### src/rtl/cpu_mu0_param.sv
`default_nettype none
// ============================================================================
// Module      : cpu_mu0_param
// Description : Parametrised multi-cycle MU0 accumulator CPU with a
//               waitrequest-stalled shared memory bus and a registered OUT
//               port. Optional macro CPU_MU0_PARAM_SATURATE_EN makes ADD/SUB
//               saturate at signed DATA_WIDTH limits instead of wrapping.
// Revision    : 1.0 - initial release
// ============================================================================
module cpu_mu0_param #(
    parameter int                    DATA_WIDTH   = 16,
    parameter int                    ADDR_WIDTH   = 12,
    parameter logic [ADDR_WIDTH-1:0] RESET_VECTOR = '0
) (
    input  logic                  clk,
    input  logic                  rst,
    output logic                  running,
    output logic [ADDR_WIDTH-1:0] address,
    output logic                  read,
    output logic                  write,
    output logic [DATA_WIDTH-1:0] writedata,
    input  logic [DATA_WIDTH-1:0] readdata,
    input  logic                  waitrequest,
    output logic                  out_valid,
    output logic [DATA_WIDTH-1:0] out_data
);

    localparam logic [3:0] OP_LDA = 4'd0;
    localparam logic [3:0] OP_STO = 4'd1;
    localparam logic [3:0] OP_ADD = 4'd2;
    localparam logic [3:0] OP_SUB = 4'd3;
    localparam logic [3:0] OP_JMP = 4'd4;
    localparam logic [3:0] OP_JGE = 4'd5;
    localparam logic [3:0] OP_JNE = 4'd6;
    localparam logic [3:0] OP_STP = 4'd7;
    localparam logic [3:0] OP_OUT = 4'd8;

    // HALTED encodes as zero so the power-on state is the halted one.
    typedef enum logic [1:0] {
        HALTED = 2'd0,
        FETCH  = 2'd1,
        EXEC   = 2'd2
    } state_t;

    state_t                  state;
    state_t                  state_next;
    logic [ADDR_WIDTH-1:0]   pc;
    logic [DATA_WIDTH-1:0]   acc;
    logic [DATA_WIDTH-1:0]   ir;
    logic [3:0]              opcode;
    logic [ADDR_WIDTH-1:0]   operand;
    logic                    mem_op;
    logic                    is_store;
    logic                    is_sub;
    logic                    exec_done;
    logic [DATA_WIDTH-1:0]   addend;
    logic [DATA_WIDTH-1:0]   sum;
    logic [DATA_WIDTH-1:0]   alu_result;

    assign opcode    = ir[DATA_WIDTH-1 -: 4];
    assign operand   = ir[ADDR_WIDTH-1:0];
    assign mem_op    = (opcode == OP_LDA) || (opcode == OP_STO) ||
                       (opcode == OP_ADD) || (opcode == OP_SUB);
    assign is_store  = (opcode == OP_STO);
    assign is_sub    = (opcode == OP_SUB);
    assign running   = (state != HALTED);
    assign writedata = acc;

    generate
        if (DATA_WIDTH - 4 > ADDR_WIDTH) begin : g_unused_ir
            logic unused_ir_bits;
            assign unused_ir_bits = ^ir[DATA_WIDTH-5:ADDR_WIDTH];
        end
    endgenerate

    // Subtraction is acc + ~b + 1 so one adder serves both ADD and SUB.
    assign addend = is_sub ? ~readdata : readdata;
    assign sum    = acc + addend + DATA_WIDTH'(is_sub);

`ifdef CPU_MU0_PARAM_SATURATE_EN
    logic overflow;
    assign overflow   = (acc[DATA_WIDTH-1] == addend[DATA_WIDTH-1]) &&
                        (sum[DATA_WIDTH-1] != acc[DATA_WIDTH-1]);
    assign alu_result = !overflow         ? sum :
                        acc[DATA_WIDTH-1] ? {1'b1, {(DATA_WIDTH-1){1'b0}}} :
                                            {1'b0, {(DATA_WIDTH-1){1'b1}}};
`else
    assign alu_result = sum;
`endif

    always_comb begin
        state_next = state;
        address    = pc;
        read       = 1'b0;
        write      = 1'b0;
        exec_done  = 1'b0;
        case (state)
            FETCH: begin
                read = 1'b1;
                if (!waitrequest) begin
                    state_next = EXEC;
                end
            end
            EXEC: begin
                address = operand;
                if (mem_op) begin
                    read      = !is_store;
                    write     = is_store;
                    exec_done = !waitrequest;
                end else begin
                    exec_done = 1'b1;
                end
                if (exec_done) begin
                    state_next = (opcode == OP_STP) ? HALTED : FETCH;
                end
            end
            default: ;
        endcase
        // Reset abandons any in-flight access in the very cycle it is seen.
        if (rst) begin
            read  = 1'b0;
            write = 1'b0;
        end
    end

    always_ff @(posedge clk) begin
        if (rst) begin
            state     <= FETCH;
            pc        <= RESET_VECTOR;
            acc       <= '0;
            ir        <= '0;
            out_valid <= 1'b0;
            out_data  <= '0;
        end else begin
            state     <= state_next;
            out_valid <= 1'b0;
            if (state == FETCH && !waitrequest) begin
                ir <= readdata;
            end
            if (exec_done) begin
                pc <= pc + ADDR_WIDTH'(1);
                case (opcode)
                    OP_LDA: acc <= readdata;
                    OP_ADD: acc <= alu_result;
                    OP_SUB: acc <= alu_result;
                    OP_JMP: pc  <= operand;
                    OP_JGE: if (!acc[DATA_WIDTH-1]) pc <= operand;
                    OP_JNE: if (acc != '0) pc <= operand;
                    OP_OUT: begin
                        out_valid <= 1'b1;
                        out_data  <= acc;
                    end
                    default: ;
                endcase
            end
        end
    end

endmodule
`default_nettype wire

### config.mk
export PLATFORM = sky130hd
export DESIGN_NAME = cpu_mu0_param
export DESIGN_NICKNAME = d
export VERILOG_FILES = /design/src/rtl/cpu_mu0_param.sv
export SDC_FILE = /design/constraint.sdc
export NUM_CORES = 1
export LEC_CHECK = 0
export CAP_MARGIN = 20
export CORE_UTILIZATION = 48
export CTS_CLUSTER_DIAMETER = 60
export DETAILED_ROUTE_END_ITERATION = 16
export HOLD_SLACK_MARGIN = 0.08
export MAX_ROUTING_LAYER = met4
export PLACE_DENSITY_LB_ADDON = 0.3
export SYNTH_ARGS = -nofsm -noshare
export SYNTH_HDL_FRONTEND = slang
export SYNTH_SLANG_ARGS = --single-unit
### constraint.sdc
create_clock -name clk -period 3.2 [get_ports clk]
set_clock_uncertainty 0.1 [all_clocks]
set_input_delay 0.32 -clock clk [delete_from_list [all_inputs] [get_ports clk]]
set_output_delay 0.32 -clock clk [all_outputs]
set_load 0.05 [all_outputs]
==> results of run 1 <==
## state kept, by name, summed over array words and instances (netlist names)
name	count
out_valid	1
writedata	16
pc	12
out_data	16
state	2
ir	16
## metrics by stage
| step | worst slack, ns | cells |
|---|---|---|
| final | 0.2380 | 658 |
| after detailed placement | 0.08434 | 642 |
| after CTS | 0.1824 | 658 |
| after floorplan | 0.1873 | 487 |
| after global routing | 0.001307 | 658 |
| after global placement | 0.1654 | 642 |
## power by group through the flow
stage / clock network (mW) / logic (mW) / registers (mW)
after global placement: 0 / 0.347 / 0.851
after CTS: 0.712 / 0.358 / 0.833
final: 0.705 / 0.361 / 0.834
after detailed placement: 0 / 0.354 / 0.852
after floorplan: 0 / 0.228 / 0.861
after global routing: 0.750 / 0.393 / 0.837
## how the worst min path moves through the flow
| stage | from | endpoint | slack (ns) |
|---|---|---|---|
| 2_1_floorplan | ir[5]$_SDFFE_PP0P_ | ir[5]$_SDFFE_PP0P_ | 0.34 |
| 3_3_place_gp | out_data[1]$_SDFFE_PP0P_ | out_data[1]$_SDFFE_PP0P_ | 0.34 |
| 3_5_place_dp | out_data[2]$_SDFFE_PP0P_ | out_data[2]$_SDFFE_PP0P_ | 0.35 |
| 4_1_cts | out_data[2]$_SDFFE_PP0P_ | out_data[2]$_SDFFE_PP0P_ | 0.36 |
| 5_1_grt | out_data[2]$_SDFFE_PP0P_ | out_data[2]$_SDFFE_PP0P_ | 0.37 |
| 6_report | out_data[2]$_SDFFE_PP0P_ | out_data[2]$_SDFFE_PP0P_ | 0.35 |
## cell type report
cell class	count	area, sq um
inverters	5	18.77
multi-input cells	389	2445
repair buffers	83	783.3
well taps	102	127.6
clock inverters	5	57.56
clock buffers	11	141.4
fillers	711	2932
flip-flops and latches	63	1262
## critical path, cell delays in order, from the launching register on
cell and delay [ns]:
sky130_fd_sc_hd__dfxtp_2 0.39, sky130_fd_sc_hd__and4bb_2 0.29, sky130_fd_sc_hd__buf_4 0.18, sky130_fd_sc_hd__xor2_1 0.14, sky130_fd_sc_hd__ha_1 0.36, sky130_fd_sc_hd__a21o_1 0.23
sky130_fd_sc_hd__a21o_1 0.18, sky130_fd_sc_hd__a221o_1 0.33, sky130_fd_sc_hd__or4_1 0.48, sky130_fd_sc_hd__nand4_1 0.09, sky130_fd_sc_hd__o21ai_1 0.06
## metal layers
layer | track usage, % | vias to the layer above | wire length (um)
li1 | - | 1858 | -
met1 | 35.69 | 1820 | 4900
met2 | 41.10 | 147 | 4764
met3 | 4.726 | 22 | 598
met4 | 7.540 | 0 | 183
met5 | - | - | 0
## placed cells by master (no fill, tap or decap), drive strengths merged, types with 3 or more instances in the layout
cell | Yosys | final
clkdlybuf4s50 | 0 | 65
nor4 | 5 | 5
a21o | 4 | 4
ha | 20 | 20
inv | 5 | 5
buf | 11 | 18
mux2i | 3 | 3
nand4 | 4 | 4
a22oi | 5 | 5
a31oi | 3 | 3
nand2 | 98 | 98
nand3 | 7 | 7
clkbuf | 19 | 11
o21bai | 5 | 5
nor3 | 12 | 12
or3 | 5 | 5
xor2 | 20 | 20
nand2b | 3 | 3
nor3b | 3 | 3
nor2 | 30 | 30
and3 | 7 | 7
mux2 | 16 | 16
o211ai | 4 | 4
nor2b | 6 | 6
dfxtp | 63 | 63
a21oi | 54 | 54
and2 | 3 | 3
xnor2 | 7 | 7
clkinvlp | 0 | 3
a211oi | 7 | 7
o21ai | 26 | 26
a311oi | 7 | 7
## cells by family (layout without fill, tap and decap cells)
family,Yosys count,count (layout)
and+or+nand+nor,193,193
AOI/OAI and AO/OA,129,129
xor gates and xnor gates,27,27
DFF,63,63
muxes,19,19
buffers and inverters,35,104
adders and majority gates,21,21
==> results, run 1 <==
- The run finished with clean final reports.
- Clock tree synthesis selected as its root buffer the cell sky130_fd_sc_hd__clkbuf_8.
- The combinational family with the most area after synthesis is simple AND/OR/NAND/NOR gates.
- In the finished design, the share of the clock period the worst path needs comes to 92.56%.
- The overall power after layout is 1.899 mW.
- After global routing the overflow that remains totals 0.
- The switching share of power is 30.21%.
- The commonest cells after synthesis are 98 x sky130_fd_sc_hd__nand2_1, 63 x sky130_fd_sc_hd__dfxtp_1, 54 x sky130_fd_sc_hd__a21oi_1.
- For the worst setup path, the data required time is 3.31 ns.
- The number of antenna repair diodes is 0.
- The number of nets in the synthesized netlist is 527.
- The clock period minus worst slack is 2.962 ns.
- The final number of max-transition violations is 0.
- For the pin with the worst max-slew slack, the measured transition is 0.6526 ns.
- Summing the sequential cell areas from Yosys gives 32.71% of the chip area.
- In this run the remaining antenna-violating nets after routing total 0.
- Of the total synthesized cell area, the portion taken by full adders, half adders and majority gates is 7.008%.
- The die is 91.63 um tall.
- The most common cell in the synthesized netlist is sky130_fd_sc_hd__nand2_1.
- After technology mapping, the gate count stands at 487.
- In the final design database the tool counted 591 nets.
- The kind of end point of the critical path is a flop.
- The total power divided by cell area is 392.7 nW/um^2.
- The detailed router finished its first iteration with 276 violations.
- The half-perimeter wire length after detailed placement is 7565 um.
- The total non-filler cell area in the finished layout is 4836 sq um.
- The post-synth design cell area is 3856 sq um.
- Cells with a size suffix above 1 make up 11.33% of the layout.
- The min-delay analysis places its worst path in the category reg2reg.
- The first global-routing pass estimated 17,210 um of wire.
- The vias after detailed routing is 3,847.
- The post-route core utilization is 62.26%.
- In the post-synthesis netlist, the biggest area contributors are sky130_fd_sc_hd__dfxtp_1 33%, sky130_fd_sc_hd__nand2_1 9.5%, sky130_fd_sc_hd__a21oi_1 7.0%.
- Across all register-to-register paths, the minimum setup slack is 0.24 ns.
- The mean cell area of the mapped netlist is 7.918 sq um.
- The post-synthesis simple-gate area fraction is 23.59%.
- The terminus of the critical flop-to-flop path is writedata[15]$_SDFFE_PP0P_.
- The width of the chip is 91.63 um.
- The portion of netlist area occupied by mux cells is 5.451%.
- The compound-cell area share of the yosys netlist is 21.22%.
- The worst setup path is of the reg2reg kind.
- The count of standard-cell rows is 32.
- The synthesized design devotes to its leading area cell type 32.71% of total area.
- The arrival time at the worst endpoint is 3.07 ns.
- The biggest area contributor in the post-synthesis netlist is sky130_fd_sc_hd__dfxtp_1.
- The pin count of the biggest net entering global routing is 35.
- The worst hold path depth is 2.
- Based on the critical path, the design can be clocked at up to 0.3376 GHz.
- The post-cts sizing count is 0.
- In this run the critical register-to-register path is launched from ir[15]$_SDFFE_PP0P_.
- In the final routed layout, each cell accounts on average for 15.88 um.
- After synthesis the netlist holds a flip-flop and latch count of 63.
- The first-pass detailed-route iteration total is 5.
- The relative slew slack is 56.48%.
- The combinational fraction of design power is 19.0%.
- The initial antenna violation count is 0.
- The insertion delay of the later-clocked pin in the worst-skew pair is 0.34 ns.
- The count of clock tree sinks is 63.
- The final number of setup-violating endpoints is 0.
- The depth of the most critical reg-to-reg path is 10.
- The H-tree depth reported by CTS is 3.
- The core region is 7767 sq um.
- After detailed routing, the number of remaining DRC violations is 0.
- The vias per cell is 5.847.
- The hold violation count in the final report is 0.
- For the final routed database, the setup TNS stands at 0 ns.
- TritonCTS built the clock tree.
- Hold timing on the final database bottoms out at a slack of 0.3543 ns.
- Clock-pin slew was measured on the worst setup and hold paths at 0.07 ns.
- Setup repair after global routing left no endpoint under its margin.
- The count of yosys warnings during synthesis is 0.
- The share of total power dissipated in the clock network is 37.1%.
- The area of the die is 8396 sq um.
- The number of max-cap violations is 0.
- The starting utilization of the core area is 49.65%.
- The maximum fanout along the worst path is 7.
- The count of hold buffers inserted by post-cts repair is 0.
- The number of ports placed on the die boundary is 67.
- Summed over all cells, the static leakage comes to 1.842 nW.
- In this run the worst setup path begins at ir[15]$_SDFFE_PP0P_.
- The sequential group share of total power is 43.9%.
- For this run, the total global-route usage over all layers was measured as 26.60%.
- In the synthesized netlist the async set-or-reset flop fraction comes to 0%.
- The synthesized netlist contains 61 unique library cells.
- The number of global-route vias before repair was 3,456.
- Across the VDD grid, the largest voltage drop is 0.3298 mV.
- The number of enable-type register cells in the synthesized netlist is 0.
- The number of port buffers is 66.
- For this design the total switching power over the nets is 573.7 uW.
- The cell area after placement is 4636 sq um.
- After clock tree synthesis, the setup repair step added 0 buffers.
- No sink is reached through more buffers than the 2 on the longest clock path.
- The internal power of the cells totals 1.325 mW.
- The routability congestion estimate is 0.9118.
- Among all flip-flop cells after synthesis, the most frequent one is sky130_fd_sc_hd__dfxtp_1.
- The total CTS buffers is 9.
- The capture point of the critical path is writedata[15]$_SDFFE_PP0P_.
- The area share of xor/xnor cells in the synthesized design is 6.132%.
- The type of element launching the critical path is a flop.
- Relative to the synthesized area, the layout overhead comes to 25.41%.
- The routed design has 10,450 um of wire.
Note: power is estimated with default switching activity, not from simulation.
==> run 2, diff against run 1 <==
Settings changed: CORE_ASPECT_RATIO set to 1.1, SETUP_SLACK_MARGIN set to 0.5.
==> results, run 2 (synthesis gave the netlist of run 1 again) <==
- Highest-count cells in the layout ignoring fill and taps: 98 x sky130_fd_sc_hd__nand2_1, 61 x sky130_fd_sc_hd__dfxtp_1, 53 x sky130_fd_sc_hd__a21oi_1 (was 98 x sky130_fd_sc_hd__nand2_1, 65 x sky130_fd_sc_hd__clkdlybuf4s50_1, 62 x sky130_fd_sc_hd__dfxtp_1).
- The minimum setup slack among reg-to-reg paths is 0.37 ns (was 0.24 ns).
- The cell area after placement is 4656 sq um (was 4636 sq um).
- The count of standard-cell rows is 33 (was 32).
- The maximum VDD drop is 0.2251 mV (was 0.3298 mV).
- The kind of end point of the critical path is a flop (unchanged).
- The routability congestion estimate is 0.9229 (was 0.9118).
- The global-route wire length before repair is 17,880 um (was 17,210 um).
- The relative slew slack is 55.30% (was 56.48%).
- The insertion delay of the later-clocked pin in the worst-skew pair is 0.35 ns (was 0.34 ns).
- The worst path required time is 3.32 ns (was 3.31 ns).
- The total power divided by cell area is 386.4 nW/um^2 (was 392.7 nW/um^2).
- The final number of setup-violating endpoints is 0 (unchanged).
- The depth of the most critical reg-to-reg path is 11 (was 10).
- The terminus of the critical flop-to-flop path is writedata[13]$_SDFFE_PP0P_ (was writedata[15]$_SDFFE_PP0P_).
- The core outline area is 7597 sq um (was 7767 sq um).
- The count of nets after finishing is 611 (was 591).
- The number of max-cap violations is 0 (unchanged).
- The pin count of the biggest net entering global routing is 33 (was 35).
- The slew of the pin with the lowest slew margin is 0.6705 ns (was 0.6526 ns).
- The final-layout worst hold slack was 0.3560 ns (was 0.3543 ns).
- The clock input transition at the sequential cells of the worst setup and hold paths is 0.07 ns (about the same).
- The worst hold path depth is 2 (unchanged).
- The category of cells accounting for the largest share of critical-path delay is simple AND/OR/NAND/NOR gates (unchanged).
- The slowest stage cell on the critical path is sky130_fd_sc_hd__a221o_1 (was sky130_fd_sc_hd__or4_1).
- The width of the chip is 87.46 um (was 91.63 um).
- The number of port buffers is 66 (unchanged).
- The area of the die is 8397 sq um (was 8396 sq um).
- Run status: complete, no violations (unchanged).
- The CTS root buffer was sky130_fd_sc_hd__clkbuf_8 (unchanged).
- The biggest cell delay along the critical path is 0.37 ns (was 0.48 ns).
- The final number of max-transition violations came to 0 (unchanged).
- The capture point of the critical path is writedata[13]$_SDFFE_PP0P_ (was writedata[15]$_SDFFE_PP0P_).
- The deepest clock path buffer count was 2 (unchanged).
- The number of antenna repair diodes came to 0 (unchanged).
- The type of element launching the critical path is a flop (unchanged).
- The half-perimeter wire length after detailed placement came to 7537 um (was 7565 um).
- The upper clock frequency limit came to 0.3537 GHz (was 0.3376 GHz).
- The vias per cell is 5.825 (was 5.847).
- The number of gates on the worst path with buffers counted came to 11 (was 10).
- The vias after detailed routing is 3,967 (was 3,847).
- Critical-path cell list: and4bb_4, buf_12, buf_4, xor2_1, ha_1, and4_1, a221o_1, buf_6, nor2_4, mux2i_1, a311oi_1 (was and4bb_2, buf_4, xor2_1, ha_1, a21o_1, a21o_1, a221o_1, or4_1, nand4_1, o21ai_1).
- The clock tree from TritonCTS is done (unchanged).
- The routed wire length is 11,500 um (was 10,450 um).
- The residual antenna-violating net count after detailed routing is 0 (unchanged).
- The clock period minus worst slack is 2.827 ns (was 2.962 ns).
- The worst setup path startpoint is ir[14]$_SDFFE_PP0P_ (was ir[15]$_SDFFE_PP0P_).
- The global route total overflow was 0 (unchanged).
- RSZ-0062 raised after global routing: true (was false).
- The number of global-route vias before repair is 3,670 (was 3,456).
- The total track usage is 28.53% (was 26.60%).
- The hold violation count in the final report is 0 (unchanged).
- The total non-filler cell area in the finished layout came to 5191 sq um (was 4836 sq um).
- The number of buffer and inverter stages on the critical path is 3 (was 1).
- The starting utilization of the core area was 50.76% (was 49.65%).
- The commonest non-fill, non-tap cell in the layout is sky130_fd_sc_hd__nand2_1 (unchanged).
- The H-tree depth reported by CTS is 3 (unchanged).
- The initial antenna violation count is 0 (unchanged).
- The share of cells above drive strength 1 came to 17.71% (was 11.33%).
- The first-pass detailed-route iteration total came to 5 (unchanged).
- The arrival time at the worst endpoint came to 2.94 ns (was 3.07 ns).
- The number of ports placed on the die boundary is 67 (unchanged).
- The final worst-path cycle share came to 88.34% (was 92.56%).
- The startpoint of the worst-slack reg-to-reg timing path is ir[14]$_SDFFE_PP0P_ (was ir[15]$_SDFFE_PP0P_).
- The maximum fanout along the worst path came to 7 (unchanged).
- The routed wirelength normalized by instance count was 16.89 um (was 15.88 um).
- The area growth from synthesis to final layout is 34.62% (was 25.41%).
- The type of the worst setup path is reg2reg (unchanged).
- The leakage dissipation is 2.058 nW (was 1.842 nW).
- The starting DRC count in detailed routing is 306 (was 276).
- The type of the worst min-delay path is reg2reg (unchanged).
- The residual DRC count came to 0 (unchanged).
- The die height came to 96.01 um (was 91.63 um).
- The count of clock tree sinks came to 63 (unchanged).
- The total CTS buffers is 9 (unchanged).
- The sum of negative setup slack is 0 ns (unchanged).
## run 2: repair_timing
action                     in CTS  in global routing
hold buffers                    0                  0
gates resized for setup        36                 11
pin swaps                      16                  9
cloned                          1                  0
setup buffers                  18                  3
setup endpoints to repair      23                 11
hold endpoints to repair        0                  0
## run 2: area by class of cell
class                   count  area (sq um)
multi-input cells         389          2614
fillers                   609          2406
flip-flops and latches     63          1266
repair buffers            103         955.9
clock buffers              12         135.1
well taps                 105         131.4
clock inverters             4         70.07
inverters                   5         18.77
## run 2: where the power goes
part / leakage (nW) / switching (mW) / internal [mW] / total, mW
clock network: 0.104 / 0.329 / 0.438 / 0.766
registers: 0.512 / 0.0268 / 0.809 / 0.836
logic: 1.44 / 0.244 / 0.160 / 0.404
## run 2: worst min-delay path by stage
stage	startpoint	to	slack, ns
after floorplan	ir[5]$_SDFFE_PP0P_	ir[5]$_SDFFE_PP0P_	0.34
after global placement	out_data[3]$_SDFFE_PP0P_	out_data[3]$_SDFFE_PP0P_	0.34
after detailed placement	out_data[12]$_SDFFE_PP0P_	out_data[12]$_SDFFE_PP0P_	0.35
after CTS	out_data[12]$_SDFFE_PP0P_	out_data[12]$_SDFFE_PP0P_	0.36
after global routing	out_data[13]$_SDFFE_PP0P_	out_data[13]$_SDFFE_PP0P_	0.39
final	out_data[12]$_SDFFE_PP0P_	out_data[12]$_SDFFE_PP0P_	0.36
## run 2: routing by layer
layer	vias to the layer above	global-route usage (%)	part of all wire, %
li1	1893	-	-
met1	1864	35.59	43
met2	179	46.03	48
met3	31	4.631	6.7
met4	0	11.61	2.8
met5	-	-	0
## run 2: tightest hold or removal path, delay by kind of cell, from the launching register on
kind / cells / cell delay, ns
and+or+nand+nor: 1 / 0.05
DFF: 1 / 0.31
AOI/OAI and AO/OA: 1 / 0.05
## run 2: through the flow
stage	total power [mW]	cells	utilization, %	setup WS (ns)
finish	2.006	681	68.33	0.3730
global placement	1.199	643	61.28	0.1750
CTS	1.984	678	67.37	0.4470
floorplan	1.095	487	-	0.3380
global route	2.072	681	68.33	0.2568
detailed placement	1.207	643	61.28	0.1022
==> run 3, diff against run 2 <==
Settings changed: CTS_CLUSTER_SIZE set to 16, MAX_ROUTING_LAYER met4 to not set.
==> results, run 3 (synthesis gave the netlist of run 1 again) <==
- Run status: complete, no violations (unchanged).
- The number of ports placed on the die boundary is 67 (unchanged).
- The sum of negative setup slack is 0 ns (unchanged).
- The overall power after layout is 2.007 mW (was 2.006 mW).
- The width of the chip came to 87.46 um (unchanged).
- The number of global-route vias before repair is 3,663 (was 3,670).
- The count of standard-cell rows is 33 (unchanged).
- The combinational fraction of design power is 20.2% (was 20.1%).
- RSZ-0062 raised after global routing: true (unchanged).
- The count of clock tree sinks is 63 (unchanged).
- The insertion delay of the later-clocked pin in the worst-skew pair is 0.35 ns (about the same).
- The total CTS buffers is 9 (unchanged).
- The type of the worst setup path was reg2reg (unchanged).
- The vias per cell came to 5.853 (was 5.825).
- The starting utilization of the core area is 50.76% (unchanged).
- The upper clock frequency limit is 0.3527 GHz (was 0.3537 GHz).
- The type of element launching the critical path is a flop (unchanged).
- The initial antenna violation count was 0 (unchanged).
- The number of antenna repair diodes was 0 (unchanged).
- The switching share of power was 29.92% (was 29.90%).
- The area growth from synthesis to final layout is 34.62% (unchanged).
- The count of nets after finishing is 611 (unchanged).
- The share of power burned in the clock network is 38.2% (about the same).
- The number of fillers in the final layout was 609 (unchanged).
- The kind of end point of the critical path is a flop (unchanged).
- The leakage dissipation is 2.058 nW (unchanged).
- The hold violation count in the final report was 0 (unchanged).
- The CTS root buffer is sky130_fd_sc_hd__clkbuf_8 (unchanged).
- The internal power summed over all cells is 1.406 mW (about the same).
- The total track usage came to 27.71% (was 28.53%).
- The routed wirelength normalized by instance count is 17.04 um (was 16.89 um).
- The global-route wire length before repair is 17,890 um (was 17,880 um).
- The final worst-path cycle share is 88.60% (was 88.34%).
- The area of the die is 8397 sq um (unchanged).
- The commonest non-fill, non-tap cell in the layout is sky130_fd_sc_hd__nand2_1 (unchanged).
- The worst path required time is 3.32 ns (about the same).
- The maximum VDD drop is 0.2269 mV (was 0.2251 mV).
- The residual DRC count is 0 (unchanged).
- The slew of the pin with the lowest slew margin was 0.6908 ns (was 0.6705 ns).
- The global route total overflow came to 0 (unchanged).
- The clock tree from TritonCTS is done (unchanged).
- The arrival time at the worst endpoint is 2.95 ns (was 2.94 ns).
- The maximum fanout along the worst path is 7 (unchanged).
- The pin count of the biggest net entering global routing came to 33 (unchanged).
- The sequential group share of total power is 41.7% (about the same).
- The H-tree depth reported by CTS is 3 (unchanged).
- The number of max-cap violations came to 0 (unchanged).
- The residual antenna-violating net count after detailed routing was 0 (unchanged).
- The final number of setup-violating endpoints was 0 (unchanged).
- The share of cells above drive strength 1 is 17.71% (unchanged).
- The total power divided by cell area came to 386.5 nW/um^2 (was 386.4 nW/um^2).
- The relative slew slack was 53.95% (was 55.30%).
- The deepest clock path buffer count is 2 (unchanged).
- The half-perimeter wire length after detailed placement is 7537 um (unchanged).
- The core outline area is 7597 sq um (unchanged).
- The starting DRC count in detailed routing is 300 (was 306).
- The clock input transition at the sequential cells of the worst setup and hold paths is 0.07 ns (about the same).
- The die height came to 96.01 um (unchanged).
- The switching component of the power is 600.3 uW (was 599.8 uW).
- The routed wire length was 11,600 um (was 11,500 um).
- The clock period minus worst slack is 2.835 ns (was 2.827 ns).
- The vias after detailed routing is 3,986 (was 3,967).
- Highest-count cells in the layout ignoring fill and taps: 98 x sky130_fd_sc_hd__nand2_1, 61 x sky130_fd_sc_hd__dfxtp_1, 53 x sky130_fd_sc_hd__a21oi_1 (unchanged).
- The first-pass detailed-route iteration total is 5 (unchanged).
- The number of port buffers is 66 (unchanged).
- The type of the worst min-delay path was reg2reg (unchanged).
- The routability congestion estimate is 0.9073 (was 0.9229).
- The final number of max-transition violations is 0 (unchanged).
-- run 3: power groups by stage --
| stage | registers [mW] | clock network [mW] | logic (mW) |
|---|---|---|---|
| final | 0.836 | 0.766 | 0.405 |
| after global routing | 0.838 | 0.800 | 0.435 |
| after CTS | 0.834 | 0.765 | 0.386 |
| after detailed placement | 0.853 | 0 | 0.355 |
| after global placement | 0.851 | 0 | 0.347 |
| after floorplan | 0.862 | 0 | 0.233 |
-- run 3: critical path, stage by stage (launching register included) --
cell	delay (ns)
sky130_fd_sc_hd__dfxtp_2	0.33
sky130_fd_sc_hd__and4bb_4	0.36
sky130_fd_sc_hd__buf_12	0.15
sky130_fd_sc_hd__buf_4	0.11
sky130_fd_sc_hd__xor2_1	0.14
sky130_fd_sc_hd__ha_1	0.33
sky130_fd_sc_hd__and4_1	0.23
sky130_fd_sc_hd__a221o_1	0.37
sky130_fd_sc_hd__buf_6	0.13
sky130_fd_sc_hd__nor2_4	0.14
sky130_fd_sc_hd__mux2i_1	0.20
sky130_fd_sc_hd__a311oi_1	0.10
-- run 3: routing by layer --
metal | GRT usage (%) | up-vias | part of all wire (%)
met4 | 10.38 | 0 | 3.0
met3 | 5.146 | 30 | 6.1
met1 | 35.59 | 1903 | 43
met5 | 0 | - | 0
li1 | - | 1891 | -
met2 | 46.16 | 162 | 47
-- run 3: stage by stage --
stage               worst slack (ns)  area (sq um)  hold WS (ns)  utilization, %  instances
floorplan                     0.3380          3905        0.3420               -        487
CTS                           0.4470          5119        0.3588           67.37        678
detailed placement            0.1022          4656        0.3490           61.28        643
global route                  0.2568          5191        0.3858           68.33        681
global placement              0.1750          4656        0.3429           61.28        643
finish                        0.3649          5191        0.3553           68.33        681
-- run 3: layout make-up --
cell class	count	area [sq um]	share of cell area (%)
Clock buffer	12	135.1	2.603
Clock inverter	4	70.07	1.350
Inverter	5	18.77	0.3615
Multi-Input combinational cell	389	2614	50.35
Sequential cell	63	1266	24.39
Tap cell	105	131.4	2.531
Timing Repair Buffer	103	955.9	18.41
-- run 3: worst paths after layout --
kind	start	end	slack (ns)	cells past startpoint
max	ir[14]$_SDFFE_PP0P_	writedata[13]$_SDFFE_PP0P_	0.36	11
min	out_data[12]$_SDFFE_PP0P_	out_data[12]$_SDFFE_PP0P_	0.36	2
max reg2reg	ir[14]$_SDFFE_PP0P_	writedata[13]$_SDFFE_PP0P_	0.36	11
min reg2reg	out_data[12]$_SDFFE_PP0P_	out_data[12]$_SDFFE_PP0P_	0.36	2
-- run 3: timing repair --
action / in CTS / in global routing
pin swaps: 16 / 9
hold buffers: 0 / 0
setup endpoints to repair: 23 / 11
resized for setup: 36 / 11
buffers inserted: 18 / 3
gates cloned: 1 / 0
